`src/rtl/svc_rv_muldiv.sv`:
```
// RV32M/Zmmul execute unit: multi-cycle multiplier plus an optional restoring divider.
// Define SVC_RV_MULDIV_DIV_EN to build DIV/DIVU/REM/REMU; without it those ops return out_illegal=1.

module svc_rv_muldiv #(
    parameter int XLEN       = 32,
    parameter int MUL_STAGES = 2
) (
    input  logic            clk,
    input  logic            rst_n,
    input  logic            in_valid,
    output logic            in_ready,
    input  logic [2:0]      in_op,
    input  logic [XLEN-1:0] in_rs1,
    input  logic [XLEN-1:0] in_rs2,
    input  logic            flush,
    output logic            out_valid,
    input  logic            out_ready,
    output logic [XLEN-1:0] out_result,
    output logic            out_illegal
);
    localparam int CW = $clog2(XLEN);

    // Handshakes: a transfer happens on a rising edge where valid && ready; valid never
    // waits on ready, and the payload stays stable while valid && !ready.
    typedef enum logic [2:0] {S_IDLE, S_MUL, S_DIV, S_FIX, S_DONE} state_t;

    state_t            state, state_nxt;
    logic [CW-1:0]     cnt;
    logic              accept;
    logic              a_sgn, b_sgn;
    logic              mul_hi_q;
    logic [XLEN:0]     mul_a, mul_b;
    logic [2*XLEN-1:0] prod;
    logic [XLEN-1:0]   mul_res;

    assign accept = in_valid && in_ready && !flush;
    assign a_sgn  = (in_op[1:0] == 2'b01) || (in_op[1:0] == 2'b10);
    assign b_sgn  = (in_op[1:0] == 2'b01);

    // Operands carry one extension bit; widening to 2*XLEN keeps the low product bits exact.
    assign prod    = {{(XLEN-1){mul_a[XLEN]}}, mul_a} * {{(XLEN-1){mul_b[XLEN]}}, mul_b};
    assign mul_res = mul_hi_q ? prod[2*XLEN-1:XLEN] : prod[XLEN-1:0];

`ifdef SVC_RV_MULDIV_DIV_EN
    logic [XLEN-1:0] quo, rem, dvs;
    logic            q_neg, r_neg, rem_sel;
    logic            div_signed, a_neg, b_neg, div_zero, div_ovf, special;
    logic [XLEN-1:0] a_mag, b_mag, special_res, quo_fix, rem_fix;
    logic [XLEN:0]   r_sh, diff;

    always_comb begin
        div_signed  = !in_op[0];
        a_neg       = div_signed && in_rs1[XLEN-1];
        b_neg       = div_signed && in_rs2[XLEN-1];
        a_mag       = a_neg ? -in_rs1 : in_rs1;
        b_mag       = b_neg ? -in_rs2 : in_rs2;
        div_zero    = (in_rs2 == '0);
        div_ovf     = div_signed && (in_rs1 == {1'b1, {(XLEN-1){1'b0}}}) && (&in_rs2);
        special     = div_zero || div_ovf;
        special_res = div_zero ? (in_op[1] ? in_rs1 : '1) : (in_op[1] ? '0 : in_rs1);
        // diff[XLEN] set means the shifted remainder is below the divisor (borrow).
        r_sh        = {rem, quo[XLEN-1]};
        diff        = r_sh - {1'b0, dvs};
        quo_fix     = q_neg ? -quo : quo;
        rem_fix     = r_neg ? -rem : rem;
    end
`endif

    always_ff @(posedge clk or negedge rst_n) begin
        if (!rst_n) state <= S_IDLE;
        else        state <= state_nxt;
    end

    always_comb begin
        state_nxt = state;
        case (state)
            S_IDLE: if (in_valid) begin
`ifdef SVC_RV_MULDIV_DIV_EN
                state_nxt = !in_op[2] ? S_MUL : (special ? S_DONE : S_DIV);
`else
                state_nxt = !in_op[2] ? S_MUL : S_DONE;
`endif
            end
            S_MUL:  if (cnt == '0) state_nxt = S_DONE;
`ifdef SVC_RV_MULDIV_DIV_EN
            S_DIV:  if (cnt == '0) state_nxt = S_FIX;
            S_FIX:  state_nxt = S_DONE;
`endif
            S_DONE: if (out_ready) state_nxt = S_IDLE;
            default: state_nxt = S_IDLE;
        endcase
        if (flush) state_nxt = S_IDLE;
    end

    always_comb begin
        in_ready  = (state == S_IDLE);
        out_valid = (state == S_DONE);
    end

    always_ff @(posedge clk or negedge rst_n) begin
        if (!rst_n) begin
            cnt         <= '0;
            mul_hi_q    <= 1'b0;
            mul_a       <= '0;
            mul_b       <= '0;
            out_result  <= '0;
            out_illegal <= 1'b0;
`ifdef SVC_RV_MULDIV_DIV_EN
            quo         <= '0;
            rem         <= '0;
            dvs         <= '0;
            q_neg       <= 1'b0;
            r_neg       <= 1'b0;
            rem_sel     <= 1'b0;
`endif
        end else if (accept) begin
            mul_hi_q    <= (in_op[1:0] != 2'b00);
            mul_a       <= {a_sgn & in_rs1[XLEN-1], in_rs1};
            mul_b       <= {b_sgn & in_rs2[XLEN-1], in_rs2};
            out_illegal <= 1'b0;
            if (!in_op[2]) begin
                cnt <= CW'(MUL_STAGES - 1);
            end else begin
`ifdef SVC_RV_MULDIV_DIV_EN
                rem_sel <= in_op[1];
                if (special) begin
                    out_result <= special_res;
                end else begin
                    quo   <= a_mag;
                    rem   <= '0;
                    dvs   <= b_mag;
                    q_neg <= a_neg ^ b_neg;
                    r_neg <= a_neg;
                    cnt   <= CW'(XLEN - 1);
                end
`else
                out_result  <= '0;
                out_illegal <= 1'b1;
`endif
            end
        end else if (flush) begin
            cnt <= '0;
        end else begin
            case (state)
                S_MUL: begin
                    if (cnt == '0) out_result <= mul_res;
                    else           cnt <= cnt - CW'(1);
                end
`ifdef SVC_RV_MULDIV_DIV_EN
                S_DIV: begin
                    rem <= diff[XLEN] ? r_sh[XLEN-1:0] : diff[XLEN-1:0];
                    quo <= {quo[XLEN-2:0], ~diff[XLEN]};
                    if (cnt != '0) cnt <= cnt - CW'(1);
                end
                S_FIX: out_result <= rem_sel ? rem_fix : quo_fix;
`endif
                default: ;
            endcase
        end
    end

endmodule

```
`config.mk`:
```
export PLATFORM = sky130hd
export DESIGN_NAME = svc_rv_muldiv
export DESIGN_NICKNAME = d
export VERILOG_FILES = /design/src/rtl/svc_rv_muldiv.sv
export SDC_FILE = /design/constraint.sdc
export NUM_CORES = 2
export LEC_CHECK = 0
export CORE_ASPECT_RATIO = 1.2
export CORE_UTILIZATION = 35
export DETAILED_ROUTE_END_ITERATION = 10
export PLACE_DENSITY = 0.47
export SETUP_SLACK_MARGIN = 0.15
export SYNTH_ARGS = -nofsm -noshare
export SYNTH_HDL_FRONTEND = slang
export SYNTH_SLANG_ARGS = --single-unit
```
`constraint.sdc`:
```
create_clock -name clk -period 17.9 [get_ports clk]
set_input_delay 3.58 -clock clk [delete_from_list [all_inputs] [get_ports clk]]
set_output_delay 3.58 -clock clk [all_outputs]
set_load 0.005 [all_outputs]
```
# After elaboration in Yosys (flattened, before gate mapping)

Cells that the tools add are included.

Bits in registers: 108
Word-level logic and storage cells: 53

Add/sub/neg operators: 1
Multipliers: 1
Equality and inequality tests: 11
Muxes and demuxes: 18
Bitwise gates (word level): 2
Reductions and logical operators: 13

Operator list:

| kind                                                                    | number |
|---|---|
| 32-bit 2-to-1 mux                                                       | 6 |
| 33-bit by 33-bit multiplier with 64-bit output                          | 1 |
| 5-bit 2-to-1 mux                                                        | 5 |
| 3-bit 2-to-1 mux                                                        | 5 |
| 3-bit case mux with 3 select lines                                      | 1 |
| 3-bit by 2-bit inequality test with 1-bit output, second input constant | 2 |
| 3-bit inequality test, second input constant                            | 2 |
| 3-bit AND reduction                                                     | 2 |
| 2-bit nonzero test                                                      | 3 |
| 5-bit zero test                                                         | 1 |
| 5-bit by 1-bit subtractor with 5-bit output, second input constant      | 1 |
| 2-bit inequality test, second input constant                            | 2 |
| 4-bit AND reduction                                                     | 1 |
| 3-bit by 1-bit == test with 1-bit output, second input constant         | 1 |
| 3-bit == test, second input constant                                    | 1 |
| 3-bit zero test                                                         | 1 |
| 3-bit nonzero test                                                      | 1 |
| 1-bit AND                                                               | 2 |
| 2-bit by 1-bit == test with 1-bit output, second input constant         | 1 |
| 2-bit == test, second input constant                                    | 1 |
| 1-bit logical AND                                                       | 2 |
| 2-bit by 1-bit inequality test with 1-bit output, second input constant | 1 |
| 1-bit zero test                                                         | 1 |
| 1-bit logical OR                                                        | 1 |
| 1-bit 2-to-1 mux                                                        | 1 |

# Longest topological paths before layout

Depth after elaboration: 6
Depth in mapped cells: 29

# Least setup slack after synthesis

OpenSTA, ideal clock, no wires.

Kind: register to register
Start point: register mul_a[32]
End point: register out_result[28]
Library setup time: 0.139 ns
Arrival: 7.394 ns
Data required time: 17.761 ns
Setup slack: 10.367 ns
Stages on the path, launching flop included: 26
Cell sequence: dfrtp_1 clkbuf_1 nand2_1 inv_1 fa_1 fa_1 fa_1 fa_1 inv_1 fa_1 inv_1 fa_1 fa_1 inv_1 fa_1 inv_1 ha_1 clkbuf_1 a21oi_1 o21bai_1 a21oi_1 nor2b_1 o41ai_1 o21ai_0 a222oi_1 nand3_1

Longest elaborated chain between the ends: 6

RTL lines:

| element                                        | RTL line | RTL |
|---|---|---|
| from (decl)                                    | 32       | `logic [XLEN:0] mul_a, mul_b;` |
| from (signal assigned)                         | 118      | `mul_a <= {a_sgn & in_rs1[XLEN-1], in_rs1};` |
| 33-bit by 33-bit multiplier with 64-bit output | 41       | `assign prod = {{(XLEN-1){mul_a[XLEN]}}, mul_a} * {{(XLEN-1){mul_b[XLEN]}}, mul_b};` |
| 32-bit 2-to-1 mux                              | 42       | `assign mul_res = mul_hi_q ? prod[2*XLEN-1:XLEN] : prod[XLEN-1:0];` |
| 32-bit 2-to-1 mux                              | 146      | `if (cnt == '0) out_result <= mul_res;` |
| 32-bit 2-to-1 mux                              | 144      | `case (state)` |
| 32-bit 2-to-1 mux                              | 141      | `end else if (flush) begin` |
| 32-bit 2-to-1 mux                              | 116      | `end else if (accept) begin` |
| to (signal assigned)                           | 146      |  |
| to (decl)                                      | 18       | `output logic [XLEN-1:0] out_result,` |

No other way between the ends. The select of a mux whose other input is x is not followed.
A chain may end at the register's enable or synchronous reset.

# Worst setup path after layout

Start point: register mul_b[1]
End point: register out_result[28]

Longest elaborated chain between the ends: 6

RTL lines:

| element                                        | RTL line | RTL |
|---|---|---|
| from (decl)                                    | 32       |  |
| from (signal assigned)                         | 119      | `mul_b <= {b_sgn & in_rs2[XLEN-1], in_rs2};` |
| 33-bit by 33-bit multiplier with 64-bit output | 41       |  |
| 32-bit 2-to-1 mux                              | 42       |  |
| 32-bit 2-to-1 mux                              | 146      |  |
| 32-bit 2-to-1 mux                              | 144      |  |
| 32-bit 2-to-1 mux                              | 141      |  |
| 32-bit 2-to-1 mux                              | 116      |  |

No other way between the ends. The select of a mux whose other input is x is not followed.

==> metrics.md <==
| Metric | Value |
|---|---|
| Synthesis-to-layout area growth | 6.98% |
| Syn Nets | 6112 |
| First-pass GRT wire length | 202 mm |
| Num CTS Buffers | 9 |
| Drt pass-1 iters | 7 |
| Main synth FF type | dfrtp_1 |
| IO Pins | 107 |
| Final wirelength | 126 mm |
| Vias in the first global route | 34084 |
| Wirelength per Cell | 20.1 µm |
| Worst-path clk slew | 0.11 ns |
| Post-synth EDFFs | 0 |
| Final nets | 6044 |
| Endpoints failing hold | 0 |
| Final setup viols | 0 |
| Die height | 386 µm |
| Pin slew with the least headroom to its limit | 1.03 ns |
| Fin crit share | 48.6% |
| Count of buffers from port buffering | 106 |
| Cell chosen for the clock root | clkbuf_16 |
| Min cycle time layout | 8.70 ns |
| Antenna violations before repair | 4 |
| GRT Overall Usage | 21.6% |
| Max Cap Violations | 0 |
| Starting density of the core | 35.3% |
| H-tree levels | 3 |
| Slew Viols, Final | 0 |
| Hold bufs inserted after CTS | 0 |
| Syn Std Cell Area | 42900 µm² |
| Post-CTS Setup Repair Bufs | 0 |
| Synth cell types | 67 |
| Rel. slew slack | 31.4% |
| Asr flop ratio synth | 100% |
| Max Root-Sink Buffers | 2 |
| Via count | 29919 |
| Die X-Extent | 322 µm |
| Crit. End Element | register |
| Maximum clock frequency | 115 MHz |
| Required time of the worst setup path | 18.24 ns |
| Critical Path Fanout Max | 34 |
| Synthesized flop and latch total | 107 |
| Worst setup SP type | register |
| Yosys Warn Count | 0 |
| Layout cells sized above 1 | 2.61% |
| Core area | 121000 µm² |
| DR vias/cell | 4.77 |
| Seq/Total Area, Yosys | 6.24% |
| GRT overflow | 0 |
| Clock Latency Late Sink | 0.46 ns |
| PostCTS Resize Cnt | 0 |
| Largest net degree at the start of global routing | 71 |
| RD Place Congestion | 0.869 |
| Initial DRC count | 1239 |
| Site Rows | 140 |
| Antenna diode count | 0 |
| Post-DP HPWL | 103 mm |
| CTS tree | yes |
| Worst setup path category | register to register |
| Syn Inst Count | 4699 |
| Arr. time, crit path | 9.04 ns |
| Setup TNS | 0 ns |
| Final setup skew | 0.0348 ns |
| Outcome | finished, final reports clean |
| ANT nets after route | 0 |
| Avg Synthesized Cell Area | 9.13 µm² |
| # DRC | 0 |
| Clock sinks | 107 |
| Worst min-delay path class | register to register |
| Die area | 124000 µm² |
| Unrepaired setup endpoints after global routing | no |
## cells in the mapped netlist, drive strengths merged (8+ instances only)
master	count	area, µm²
a22oi	24	185
xor2	29	254
nand4	14	87.6
and2	533	3330
o21bai	8	60.1
and3	9	61.3
clkbuf	236	886
nand2b	19	119
nand3	16	80.1
nor2	65	246
dfrtp	107	2680
fa	1125	22500
a211oi	10	80.1
a21oi	74	382
xnor2	46	403
nor2b	35	219
nand2	793	2980
buf	13	65.1
o211ai	9	77.6
inv	1137	4270
a21o	22	165
o21ai	77	397
ha	216	2700
nor3	18	106
## metrics by stage
stage / setup slack (ns) / instance area (µm²) / hold slack (ns) / utilization, % / instances
after global routing: 8.56 / 45900 / 0.535 / 37.8 / 6269
after floorplan: 10.37 / 42900 / 0.470 / - / 4699
final: 9.20 / 45900 / 0.492 / 37.8 / 6269
after CTS: 9.08 / 45900 / 0.496 / 37.8 / 6269
after detailed placement: 9.11 / 45600 / 0.474 / 37.5 / 6253
after global placement: 9.18 / 45600 / 0.460 / 37.5 / 6253
## layer usage
layer / up-vias / GRT usage [%] / part of all wire (%)
met5: - / 0 / 0
met3: 116 / 1.03 / 1.4
met4: 0 / 5.79 / 2.5
met2: 334 / 41.9 / 56
li1: 13306 / - / -
met1: 16163 / 25.5 / 40
## kinds of logic after synthesis
| group | count (synthesis) | share of synthesized area [%] |
|---|---|---|
| DFF | 107 | 6.24 |
| xor gates and xnor gates | 75 | 1.53 |
| AOI/OAI and AO/OA | 265 | 3.98 |
| muxes | 5 | 0.117 |
| adders and majority gates | 1341 | 58.8 |
| and+or+nand+nor | 1520 | 17.2 |
| buffers and inverters | 1386 | 12.2 |
## worst max-delay path, stage by stage (launching register included)
cell and delay [ns]:
dfrtp_1 1.04, and2_1 0.30, fa_1 0.52, fa_1 0.62
fa_1 0.64, fa_1 0.88, inv_1 0.38, fa_1 0.59
inv_1 0.05, fa_1 0.48, fa_1 0.49, inv_1 0.05
fa_1 0.47, inv_1 0.04, ha_1 0.37, a21oi_1 0.24
o21bai_1 0.09, a21oi_1 0.25, nor2b_1 0.08, o41ai_1 0.41
o21ai_0 0.16, a222oi_1 0.28, nand3_1 0.10
## layout by cell type (no fill, tap or decap), types with 64 or more instances in the layout
master              n
a21oi_1            70
inv_1            1136
fa_1             1125
nand2_1           793
ha_1              216
dfrtp_1            91
buf_4              64
and2_1            532
clkdlybuf4s50_1   105
## flip-flops by register name, summed over array words and instances (netlist names)
register     cells
out_illegal      1
mul_b           33
mul_hi_q         1
out_result      32
state            2
mul_a           33
cnt              5
## cell type report
type,count,area [µm²]
fillers,12506,75500
multi-input cells,3206,35000
inverters,1137,4270
flip-flops and latches,107,2700
well taps,1633,2040
repair buffers,170,1540
clock buffers,9,225
clock inverters,7,98.8
## final timing paths
path                                        from  cells past startpoint  slack (ns)                    endpoint
min in group asynchronous                  rst_n                      1        3.13       mul_a[29]$_DFFE_PN0P_
min reg2reg                mul_b[16]$_DFFE_PN0P_                      2        0.49       mul_b[16]$_DFFE_PN0P_
max                         mul_b[1]$_DFFE_PN0P_                     22        9.20  out_result[28]$_DFFE_PN0P_
max reg2reg                 mul_b[1]$_DFFE_PN0P_                     22        9.20  out_result[28]$_DFFE_PN0P_
max in group asynchronous                  rst_n                      2       13.37       mul_b[15]$_DFFE_PN0P_
min                        mul_b[16]$_DFFE_PN0P_                      2        0.49       mul_b[16]$_DFFE_PN0P_
Power is left out: the tool's default activity adds up to more than one toggle a clock period on the data nets, which glitch-free logic cannot reach.
